===== src/rtl/ddfs_pkg.sv =====
// Shared types and constants for the ddfs output-side blocks.
// Used by ddfs_freq_meter and its crossing detector.
package ddfs_pkg;

   typedef enum logic [1:0] {
      IDLE       = 2'd0,
      WAIT_FIRST = 2'd1,
      MEASURE    = 2'd2,
      DONE       = 2'd3
   } state_t;

   localparam int PCM_WIDTH   = 16;
   localparam int CLK_FREQ_HZ = 100_000_000;

endpackage


===== src/rtl/ddfs_freq_meter_if.sv =====
// Sample stream, control and result bundle of ddfs_freq_meter.
// Build option: DDFS_FREQ_METER_MINMAX_EN adds pcm_max/pcm_min.
interface ddfs_freq_meter_if
   import ddfs_pkg::*;
#(
   parameter int CNT_WIDTH = 32
);
   logic signed [PCM_WIDTH-1:0] pcm;
   logic                        pcm_valid;
   logic                        start;
   logic [7:0]                  n_periods;
   logic                        busy;
   logic                        done;
   logic                        timeout;
   logic [CNT_WIDTH-1:0]        period_cycles;
`ifdef DDFS_FREQ_METER_MINMAX_EN
   logic signed [PCM_WIDTH-1:0] pcm_max;
   logic signed [PCM_WIDTH-1:0] pcm_min;

   modport master (
      output pcm, pcm_valid, start, n_periods,
      input  busy, done, timeout, period_cycles, pcm_max, pcm_min
   );
   modport slave (
      input  pcm, pcm_valid, start, n_periods,
      output busy, done, timeout, period_cycles, pcm_max, pcm_min
   );
`else
   modport master (
      output pcm, pcm_valid, start, n_periods,
      input  busy, done, timeout, period_cycles
   );
   modport slave (
      input  pcm, pcm_valid, start, n_periods,
      output busy, done, timeout, period_cycles
   );
`endif
endinterface


===== src/rtl/ddfs_freq_meter_zero_cross_det.sv =====
// Schmitt-style rising zero-crossing detector: arm at pcm <= -HYST,
// fire on the first valid sample >= +HYST afterwards.
module zero_cross_det
   import ddfs_pkg::*;
#(
   parameter int HYST = 256
) (
   input  logic                        clk,
   input  logic                        reset_n,
   input  logic                        clear,
   input  logic signed [PCM_WIDTH-1:0] pcm,
   input  logic                        pcm_valid,
   output logic                        xing
);
   localparam logic signed [PCM_WIDTH-1:0] POS_TH = PCM_WIDTH'(HYST);
   localparam logic signed [PCM_WIDTH-1:0] NEG_TH = PCM_WIDTH'(-HYST);

   logic armed_r;

   // Combinational so the FSM can act on the same edge that accepts the sample.
   assign xing = pcm_valid && armed_r && !clear && (pcm >= POS_TH);

   // Armed flag; clear wins so a half-cycle begun before start is forgotten.
   always_ff @(posedge clk or negedge reset_n) begin
      if (!reset_n) begin
         armed_r <= 1'b0;
      end else if (clear) begin
         armed_r <= 1'b0;
      end else if (pcm_valid && (pcm <= NEG_TH)) begin
         armed_r <= 1'b1;
      end else if (xing) begin
         armed_r <= 1'b0;
      end
   end
endmodule


===== src/rtl/ddfs_freq_meter.sv =====
// Measures the cycle span of N rising crossings of the ddfs PCM stream.
// Build option: DDFS_FREQ_METER_MINMAX_EN also captures the signed sample range.
module ddfs_freq_meter
   import ddfs_pkg::*;
#(
   parameter int CNT_WIDTH      = 32,
   parameter int HYST           = 256,
   parameter int TIMEOUT_CYCLES = 100_000_000
) (
   input  logic             clk,
   input  logic             reset_n,
   ddfs_freq_meter_if.slave bus
);
   localparam int                    TCNT_WIDTH = $clog2(TIMEOUT_CYCLES) + 1;
   localparam logic [TCNT_WIDTH-1:0] TCNT_LAST  = TCNT_WIDTH'(TIMEOUT_CYCLES - 1);
   localparam logic [CNT_WIDTH-1:0]  CCNT_ONE   = {{(CNT_WIDTH-1){1'b0}}, 1'b1};

   state_t                 state_r, state_next_s;
   logic                   xing_s, clear_s, load_s, first_s, final_s, tout_s;
   logic                   last_s, tmo_s;
   logic [7:0]             nlat_r, pcnt_r;
   logic [TCNT_WIDTH-1:0]  tcnt_r;
   logic [CNT_WIDTH-1:0]   ccnt_r, period_r;
   logic                   busy_r, done_r, timeout_r;

   zero_cross_det #(.HYST(HYST)) u_det (
      .clk       (clk),
      .reset_n   (reset_n),
      .clear     (clear_s),
      .pcm       (bus.pcm),
      .pcm_valid (bus.pcm_valid),
      .xing      (xing_s)
   );

   assign last_s = ((pcnt_r + 8'd1) == nlat_r);
   assign tmo_s  = (tcnt_r == TCNT_LAST);

   // State register.
   always_ff @(posedge clk or negedge reset_n) begin
      if (!reset_n) begin
         state_r <= IDLE;
      end else begin
         state_r <= state_next_s;
      end
   end

   // Next state and one-cycle control strobes; timeout beats a final crossing.
   always_comb begin
      state_next_s = state_r;
      clear_s      = 1'b0;
      load_s       = 1'b0;
      first_s      = 1'b0;
      final_s      = 1'b0;
      tout_s       = 1'b0;
      case (state_r)
         IDLE: begin
            if (bus.start) begin
               state_next_s = WAIT_FIRST;
               clear_s      = 1'b1;
               load_s       = 1'b1;
            end else begin
               state_next_s = IDLE;
            end
         end
         WAIT_FIRST: begin
            if (tmo_s) begin
               state_next_s = IDLE;
               tout_s       = 1'b1;
            end else if (xing_s) begin
               state_next_s = MEASURE;
               first_s      = 1'b1;
            end else begin
               state_next_s = WAIT_FIRST;
            end
         end
         MEASURE: begin
            if (tmo_s) begin
               state_next_s = IDLE;
               tout_s       = 1'b1;
            end else if (xing_s && last_s) begin
               state_next_s = DONE;
               final_s      = 1'b1;
            end else begin
               state_next_s = MEASURE;
            end
         end
         DONE: begin
            state_next_s = IDLE;
         end
         default: begin
            state_next_s = IDLE;
         end
      endcase
   end

   // Period/cycle/timeout counters, result register and registered status outputs.
   always_ff @(posedge clk or negedge reset_n) begin
      if (!reset_n) begin
         nlat_r    <= 8'd0;
         pcnt_r    <= 8'd0;
         tcnt_r    <= '0;
         ccnt_r    <= '0;
         period_r  <= '0;
         busy_r    <= 1'b0;
         done_r    <= 1'b0;
         timeout_r <= 1'b0;
      end else begin
         if (load_s) begin
            nlat_r <= (bus.n_periods == 8'd0) ? 8'd1 : bus.n_periods;
            tcnt_r <= '0;
         end else if ((state_r == WAIT_FIRST) || (state_r == MEASURE)) begin
            tcnt_r <= tcnt_r + TCNT_WIDTH'(1);
         end
         if (first_s) begin
            ccnt_r <= CCNT_ONE;
            pcnt_r <= 8'd0;
         end else if (state_r == MEASURE) begin
            if (ccnt_r != {CNT_WIDTH{1'b1}}) begin
               ccnt_r <= ccnt_r + CCNT_ONE;
            end
            if (xing_s) begin
               pcnt_r <= pcnt_r + 8'd1;
            end
         end
         if (final_s) begin
            period_r <= ccnt_r;
         end
         busy_r    <= (state_next_s == WAIT_FIRST) || (state_next_s == MEASURE);
         done_r    <= (state_next_s == DONE);
         timeout_r <= tout_s;
      end
   end

   assign bus.busy          = busy_r;
   assign bus.done          = done_r;
   assign bus.timeout       = timeout_r;
   assign bus.period_cycles = period_r;

`ifdef DDFS_FREQ_METER_MINMAX_EN
   logic signed [PCM_WIDTH-1:0] max_r, min_r, max_upd_s, min_upd_s;
   logic signed [PCM_WIDTH-1:0] pcm_max_r, pcm_min_r;

   assign max_upd_s = (bus.pcm_valid && (bus.pcm > max_r)) ? bus.pcm : max_r;
   assign min_upd_s = (bus.pcm_valid && (bus.pcm < min_r)) ? bus.pcm : min_r;

   // Running signed range from the first crossing sample; published with the result.
   always_ff @(posedge clk or negedge reset_n) begin
      if (!reset_n) begin
         max_r     <= 16'sd0;
         min_r     <= 16'sd0;
         pcm_max_r <= 16'sd0;
         pcm_min_r <= 16'sd0;
      end else begin
         if (first_s) begin
            max_r <= bus.pcm;
            min_r <= bus.pcm;
         end else if (state_r == MEASURE) begin
            max_r <= max_upd_s;
            min_r <= min_upd_s;
         end
         if (final_s) begin
            pcm_max_r <= max_upd_s;
            pcm_min_r <= min_upd_s;
         end
      end
   end

   assign bus.pcm_max = pcm_max_r;
   assign bus.pcm_min = pcm_min_r;
`endif
endmodule


===== src/flat_wrapper.sv =====
// flat-port wrapper written by rule: the top's interface ports become plain ports
module ddfs_freq_meter_flat import ddfs_pkg::*;
#(
   parameter int CNT_WIDTH      = 32,
   parameter int HYST           = 256,
   parameter int TIMEOUT_CYCLES = 100_000_000
)
  (clk, reset_n, bus_pcm, bus_pcm_valid, bus_start, bus_n_periods, bus_busy, bus_done, bus_timeout, bus_period_cycles);
  ddfs_freq_meter_if #(.CNT_WIDTH(CNT_WIDTH)) bus_i ();
  input  logic clk;
  input  logic reset_n;
  input wire logic [$bits(bus_i.pcm)-1:0] bus_pcm;
  input wire logic [$bits(bus_i.pcm_valid)-1:0] bus_pcm_valid;
  input wire logic [$bits(bus_i.start)-1:0] bus_start;
  input wire logic [$bits(bus_i.n_periods)-1:0] bus_n_periods;
  output wire logic [$bits(bus_i.busy)-1:0] bus_busy;
  output wire logic [$bits(bus_i.done)-1:0] bus_done;
  output wire logic [$bits(bus_i.timeout)-1:0] bus_timeout;
  output wire logic [$bits(bus_i.period_cycles)-1:0] bus_period_cycles;
  assign bus_i.pcm = bus_pcm;
  assign bus_i.pcm_valid = bus_pcm_valid;
  assign bus_i.start = bus_start;
  assign bus_i.n_periods = bus_n_periods;
  assign bus_busy = bus_i.busy;
  assign bus_done = bus_i.done;
  assign bus_timeout = bus_i.timeout;
  assign bus_period_cycles = bus_i.period_cycles;
  ddfs_freq_meter #(.CNT_WIDTH(CNT_WIDTH), .HYST(HYST), .TIMEOUT_CYCLES(TIMEOUT_CYCLES)) u_core (.clk(clk), .reset_n(reset_n), .bus(bus_i));
endmodule

===== config.mk =====
export PLATFORM = sky130hd
export DESIGN_NAME = ddfs_freq_meter_flat
export DESIGN_NICKNAME = d
export VERILOG_FILES = /design/src/rtl/ddfs_pkg.sv /design/src/rtl/ddfs_freq_meter_if.sv /design/src/rtl/ddfs_freq_meter_zero_cross_det.sv /design/src/rtl/ddfs_freq_meter.sv /design/src/flat_wrapper.sv
export SDC_FILE = /design/constraint.sdc
export NUM_CORES = 1
export LEC_CHECK = 0
export BUFFER_PORTS_ARGS = -buffer_cell sky130_fd_sc_hd__buf_2
export CORE_UTILIZATION = 53
export CTS_CLUSTER_DIAMETER = 120
export DETAILED_ROUTE_END_ITERATION = 16
export HOLD_SLACK_MARGIN = 0.12
export PLACE_DENSITY = 0.8
export SYNTH_ARGS = -nofsm -noshare
export SYNTH_HDL_FRONTEND = slang
export SYNTH_SLANG_ARGS = --single-unit

===== constraint.sdc =====
create_clock -name clk -period 2.9 [get_ports clk]
set_input_delay 0.725 -clock clk [delete_from_list [all_inputs] [get_ports clk]]
set_output_delay 0.725 -clock clk [all_outputs]
set_load 0.02 [all_outputs]

==> out/metrics.csv, run 1 <==
metric;value;unit
root buffer cell;clkbuf_8;
final worst setup slack;0.100;ns
Synth Instances;522;
combinational power share;17.4;%
post-place instance area;0.00610;mm²
gr usage total;23.8;%
vias per cell;5.68;
Net Switching;1.50;mW
power density over the cells;747;mW/mm²
Seq/Total Area, Yosys;51.8;%
multiplexer area fraction after synthesis;8.34;%
maximum clock path buffer count;2;
commonest non-fill, non-tap cells in the layout;dfrtp_1, nor2_1, buf_2;
Synth Area in Compound Gates;7.22;%
WL final;12.1;mm
ant diodes;0;
synthesized-area fraction occupied by adder cells;1.82;%
net count after synthesis;558;
core area;0.00991;mm²
I/O Pins;63;
Yosys cell types;52;
initial DRC count;170;
Final Max Tran Viols;0;
final instance area;0.00668;mm²
Detailed Place HPWL;7.82;mm
IO buf count;62;
CTS tree;built;
Worst VDD drop;506;µV
Layout Nets;637;
worst endpoint data arrival time;3.20;ns
flops & latches, synth;114;
DIE AREA;0.0108;mm²
WHS;0.190;ns
Final Cycle Share;96.5;%
final hold violations;0;
GRT overflow;0;
Non-Filler Instances;747;
fmax;357;MHz
DR pass1 iterations;5;
status;finished clean;
Post-synth EDFFs;0;
Die Wd;104;µm
Post-Syn Area;0.00551;mm²
initial cell density of the core;55.6;%
Residual DRC;0;
Clock Sinks;114;
die height;104;µm
Post-Synth XOR/XNOR Area;8.90;%
fraction of registers with async set/reset;100;%
DR vias;4244;
power share of the clock group;38.6;%
post-placement cell count;713;
layout cells sized above 1;25.2;%
Rel. slew slack;39.5;%
placer congestion estimate;0.826;
ANT nets after route;0;
Setup Viol. Count Final;0;
largest family of logic cells by synthesized area;simple AND/OR/NAND/NOR gates;
Reg power frac;43.9;%
Sw Share;30.0;%
cts bufs inserted;17;
max-cap violations;0;
post-place setup slack;-0.159;ns
vias in the first global route;4352;
Synth warnings;0;
routed length per instance;16.2;µm
RSZ-0062 raised after global routing;no;
Leakage;3.08;nW
largest net degree at the start of global routing;44;
measured slew at the worst slew-check pin;0.900;ns
first-pass GRT wire length;20.4;mm
nature of the critical path endpoint;flop;
CP Class;reg2reg;
crit start category;flop;
worst path required time;3.30;ns
Period minus WS final;2.80;ns
Max H-tree Level;4;
clk slew on worst S/H paths;0.06;ns
Layout area overhead;21.3;%
worst hold path type;in2async;
internal power;3.49;mW
initial antenna violation count;0;
most common cell after layout, fill and taps aside;dfrtp_1;
Post-synth top flop;dfrtp_1;
crit-path max FO;17;
Simple-Gate Fraction of Synth Area;19.2;%
syn_area_per_cell;10.6;µm²
# rows;36;
worst clock skew;0.00581;ns
Clk Latency, worst-skew pair;0.52;ns
==> per-layer routing <==
metal  GRT usage [%]  wire [µm]
met1            30.3       5470
met2            38.1       5920
met3            6.83        464
met4            10.3        231
met5               0          0
==> layout make-up <==
| class | instances | area, µm² |
|---|---|---|
| fillers | 750 | 3230 |
| clock inverters | 10 | 82.6 |
| multi-input cells | 375 | 2570 |
| inverters | 16 | 60.1 |
| clock buffers | 22 | 473 |
| repair buffers | 77 | 475 |
| flip-flops and latches | 114 | 2850 |
| well taps | 133 | 166 |
==> cell usage after synthesis (all sizes together), types with 2 or more instances <==
cell | count | area [µm²]
nor4 | 7 | 50.1
xor2 | 32 | 280
clkbuf | 11 | 41.3
mux2 | 39 | 439
inv | 16 | 60.1
nand3 | 27 | 135
o22a | 2 | 17.5
xnor2 | 24 | 210
mux2i | 2 | 20.0
buf | 6 | 47.5
and4 | 3 | 26.3
nor2 | 70 | 263
nor2b | 2 | 12.5
a311oi | 2 | 17.5
o31ai | 6 | 45.0
nand2 | 28 | 105
nand4 | 20 | 125
o21ai | 19 | 95.1
or2 | 5 | 31.3
or3 | 14 | 87.6
nor3 | 13 | 65.1
or4 | 3 | 30.0
a2bb2oi | 2 | 17.5
a21oi | 15 | 75.1
and3 | 11 | 68.8
and2 | 3 | 18.8
dfrtp | 114 | 2850
ha | 8 | 100
==> timing repair <==
item                                    4_1_cts  5_1_grt
endpoints found under the setup margin        0       19
gates resized for setup                       0        2
endpoints found under the hold margin         0        0
hold buffers                                  0        0
buffers inserted                              0        1
==> power by group through the flow <==
stage                     clock, mW  combinational (mW)  sequential, mW
after floorplan                   0               0.636            2.12
after global placement            0               0.815            2.19
after detailed placement          0               0.863            2.20
after CTS                      1.95               0.877            2.18
after global routing           2.03               0.979            2.23
final                          1.93               0.869            2.19
==> cells by family (layout without fill, tap and decap cells) <==
logic type	Yosys count	count (layout)
simple gates	211	211
fa+ha+maj	8	8
flops	114	114
mux	41	41
buf+inv	33	125
compound gates	59	59
xor+xnor	56	56
==> critical path: stages, from the launching register on <==
cell	delay, ns
dfrtp_1	0.35
inv_1	0.08
ha_1	0.18
and2_1	0.16
or4_4	0.49
or4_4	0.44
a2111oi_4	0.20
buf_4	0.20
clkbuf_16	0.20
mux2_2	0.37
==> metrics by stage <==
stage               util (%)  setup TNS, ns  power, mW
finish                  67.4              0       4.99
global route            67.4              0       5.24
CTS                     67.1              0       5.01
detailed placement      61.5          -4.17       3.07
global placement        61.5          -3.59       3.00
floorplan                  -          -1.89       2.76
==> registers in the layout (all words and copies together), names as in the netlist <==
register,cells
u_core.bus.period_cycles,32
u_core.ccnt_r,32
u_core.tcnt_r,28
u_core.nlat_r,8
u_core.pcnt_r,8
u_core.state_r,2
u_core.bus.busy,1
u_core.bus.done,1
u_core.bus.timeout,1
u_core.u_det.armed_r,1
==> final timing paths <==
| kind | to | startpoint | cells past startpoint | slack [ns] |
|---|---|---|---|---|
| max in group asynchronous | u_core.tcnt_r[18] | reset_n | 2 | 1.90 |
| setup reg to reg | u_core.bus.period_cycles[14] | u_core.state_r[1] | 9 | 0.10 |
| min in group clk | u_core.nlat_r[6] | bus_n_periods[6] | 2 | 0.45 |
| hold reg to reg | u_core.bus.period_cycles[31] | u_core.bus.period_cycles[31] | 1 | 0.50 |
| setup / recovery | u_core.bus.period_cycles[14] | u_core.state_r[1] | 9 | 0.10 |
| hold / removal | u_core.bus.period_cycles[29] | reset_n | 1 | 0.19 |
Note: power is estimated with default switching activity, not from simulation.
==> run 2, diff against run 1 <==
--- a/config.mk
+++ b/config.mk
@@ -5,12 +5,12 @@
 export SDC_FILE = /design/constraint.sdc
 export NUM_CORES = 1
 export LEC_CHECK = 0
-export BUFFER_PORTS_ARGS = -buffer_cell sky130_fd_sc_hd__buf_2
-export CORE_UTILIZATION = 53
+export CORE_UTILIZATION = 57
 export CTS_CLUSTER_DIAMETER = 120
 export DETAILED_ROUTE_END_ITERATION = 16
+export DONT_BUFFER_PORTS = 1
 export HOLD_SLACK_MARGIN = 0.12
-export PLACE_DENSITY = 0.8
+export PLACE_DENSITY = 0.79
 export SYNTH_ARGS = -nofsm -noshare
 export SYNTH_HDL_FRONTEND = slang
 export SYNTH_SLANG_ARGS = --single-unit
==> run 2 against run 1 <==
The run now ends with hold timing left. Clock skew increased by 0.0027 ns. Die area decreased by 6.9%. Fmax decreased by 1.4%. Flip-flop and latch count unchanged. Combinational power decreased by 6.6%. Core utilization increased by 2.7 points. Cell count decreased by 8.3%. Setup slack got worse by 0.039 ns. Register-to-register slack got worse by 0.04 ns. Clock power increased by 18%. Total power increased by 6.2%. Highest routed layer unchanged.
==> out/metrics.csv, run 2 (synthesis results as in run 1) <==
metric;value;unit;change
Die Wd;100;µm;-3.5%
placer congestion estimate;0.832;;+0.74%
measured slew at the worst slew-check pin;1.00;ns;+0.105 ns
Multi-input gate area;0.00257;mm²;unchanged
worst endpoint data arrival time;3.24;ns;+0.04 ns
CTS tree;built;;
combinational power share;15.3;%;-2.1 points
Worst path max stage delay;0.48;ns;about the same
gr usage total;26.6;%;+2.7 points
Worst R2R Setup Slack;0.06;ns;-0.04 ns
ANT nets after route;0;;unchanged
ant diodes;0;;unchanged
Crit Reg-Reg Startpoint;u_core.state_r[1];;
initial antenna violation count;0;;unchanged
crit path cell chain;inv_1, ha_1, and2_1, or4_4, or4_4, a2111oi_4, buf_4, buf_6, clkbuf_16, mux2_2;;
status;finished, violations left;;
Detailed Place HPWL;7.57;mm;-3.2%
nature of the critical path endpoint;flop;;
first-pass GRT wire length;20.6;mm;+1.3%
commonest non-fill, non-tap cells in the layout;dfrtp_1, nor2_1, xor2_1;;
slowest CP cell;or4_4;;
crit start category;flop;;
initial cell density of the core;59.3;%;+3.7 points
largest net degree at the start of global routing;115;;+160%
Setup Viol. Count Final;0;;unchanged
Storage cell area;0.00285;mm²;unchanged
WHS;-0.107;ns;-0.297 ns
internal power;3.78;mW;+8.2%
layout cells sized above 1;17.8;%;-7.4 points
IO buf count;0;;-100%
DR pass1 iterations;5;;unchanged
most common cell after layout, fill and taps aside;dfrtp_1;;
Rel. slew slack;32.4;%;-7.1 points
Most Frequent Cell on Critical Path;or4_4;;
Clock Sinks;114;;unchanged
reg-to-reg endpoint;u_core.bus.period_cycles[3];;
I/O Pins;63;;unchanged
maximum clock path buffer count;2;;unchanged
Net Switching;1.52;mW;+1.5%
cts bufs inserted;17;;unchanged
power density over the cells;814;mW/mm²;+9.0%
Final Max Tran Viols;0;;unchanged
Period minus WS final;2.84;ns;+0.0389 ns
Max H-tree Level;4;;unchanged
WL final;12.6;mm;+4.1%
Reg2Reg Depth;10;;+1
max-cap violations;0;;unchanged
initial DRC count;341;;+100%
routed length per instance;18.4;µm;+14%
GRT overflow;0;;unchanged
power share of the clock group;43.0;%;+4.4 points
Final Cycle Share;97.9;%;+1.3 points
setup_tns;0;ns;unchanged
die height;100;µm;-3.5%
Filler Cell Count;627;;-16%
worst clock skew;0.00855;ns;+0.00274 ns
DIE AREA;0.0101;mm²;-6.9%
root buffer cell;clkbuf_8;;
Reg power frac;41.7;%;-2.2 points
vias in the first global route;4238;;-2.6%
Worst VDD drop;340;µV;-33%
fmax;352;MHz;-1.4%
clk slew on worst S/H paths;0.06;ns;about the same
CP Class;reg2reg;;
Clk Latency, worst-skew pair;0.52;ns;about the same
worst hold path type;in2async;;
# rows;35;;-2.8%
core area;0.00928;mm²;-6.3%
Layout area overhead;18.2;%;
Sw Share;28.7;%;-1.3 points
failing checks;hold timing;;
final hold violations;114;;+114
worst path required time;3.30;ns;about the same
DR vias;4139;;-2.5%
Residual DRC;0;;unchanged
Leakage;2.85;nW;-7.5%
vias per cell;6.04;;+6.4%
Layout Nets;579;;-9.1%
crit-path max FO;6;;-11
==> run 2: cell count changes in the layout (fill, tap and decap cells not counted), sizes merged <==
cell | previous run | this run
buf | 76 | 17
bufinv | 1 | 5
clkbuf | 23 | 20
bufbuf | 0 | 1
clkinv | 6 | 5
clkinvlp | 3 | 2
inv | 16 | 17
==> run 2: power by group through the flow <==
stage          combinational [mW]  clock (mW)  sequential [mW]
2_1_floorplan               0.636           0             2.12
3_3_place_gp                0.739           0             2.20
3_5_place_dp                0.778           0             2.22
4_1_cts                     0.799        2.29             2.19
5_1_grt                     0.900        2.38             2.24
6_report                    0.812        2.28             2.21
==> run 2: routing by layer <==
metal / global-route usage (%) / vias to the layer above / wire length (µm)
li1: - / 1899 / -
met1: 32.9 / 2111 / 5360
met2: 43.4 / 114 / 6320
met3: 9.12 / 15 / 720
met4: 9.48 / 0 / 182
met5: 0 / - / 0
==> run 2: area by class of cell <==
| type | instances | share of cell area [%] |
|---|---|---|
| sequential | 114 | 43.8 |
| clock inverter | 13 | 3.17 |
| tap | 129 | 2.48 |
| clock buffer | 19 | 6.78 |
| timing repair buffer | 19 | 3.34 |
| multi-input combinational | 375 | 39.5 |
| inverter | 16 | 0.922 |
==> run 2: metrics by stage <==
step	power [mW]	std cells	utilization, %	setup WS [ns]	cell area (µm²)
2_1_floorplan	2.76	522	-	-0.0910	5570
3_3_place_gp	2.94	646	62.0	-0.0204	5760
3_5_place_dp	2.99	646	62.0	-0.0888	5760
4_1_cts	5.28	683	69.7	0.0569	6470
5_1_grt	5.52	685	70.1	-0.00673	6510
6_report	5.30	685	70.1	0.0613	6510
==> run 2: how the worst max path moves through the flow <==
stage,slack (ns),from,endpoint
finish,0.06,u_core.state_r[1],u_core.bus.period_cycles[3]
global route,-0.007,u_core.state_r[1],u_core.bus.period_cycles[7]
CTS,0.06,u_core.state_r[0],u_core.bus.period_cycles[5]
detailed placement,-0.09,bus_pcm[11],u_core.bus.period_cycles[5]
global placement,-0.02,bus_pcm[11],u_core.bus.period_cycles[6]
floorplan,-0.09,bus_pcm[11],u_core.bus.busy
==> run 2: critical path, delay by kind of cell (launching register included) <==
kind            cells  cell delay [ns]
mux                 1             0.32
simple gates        3             1.09
compound gates      1             0.20
buf+inv             4             0.57
flops               1             0.36
fa+ha+maj           1             0.19
==> run 2: what timing repair did <==
item / CTS / global route
buffers inserted: 3 / 1
hold endpoints to repair: 114 / 114
setup endpoints to repair: 2 / 14
pin swaps: 1 / 0
resized for setup: 0 / 2
cloned: 2 / 1
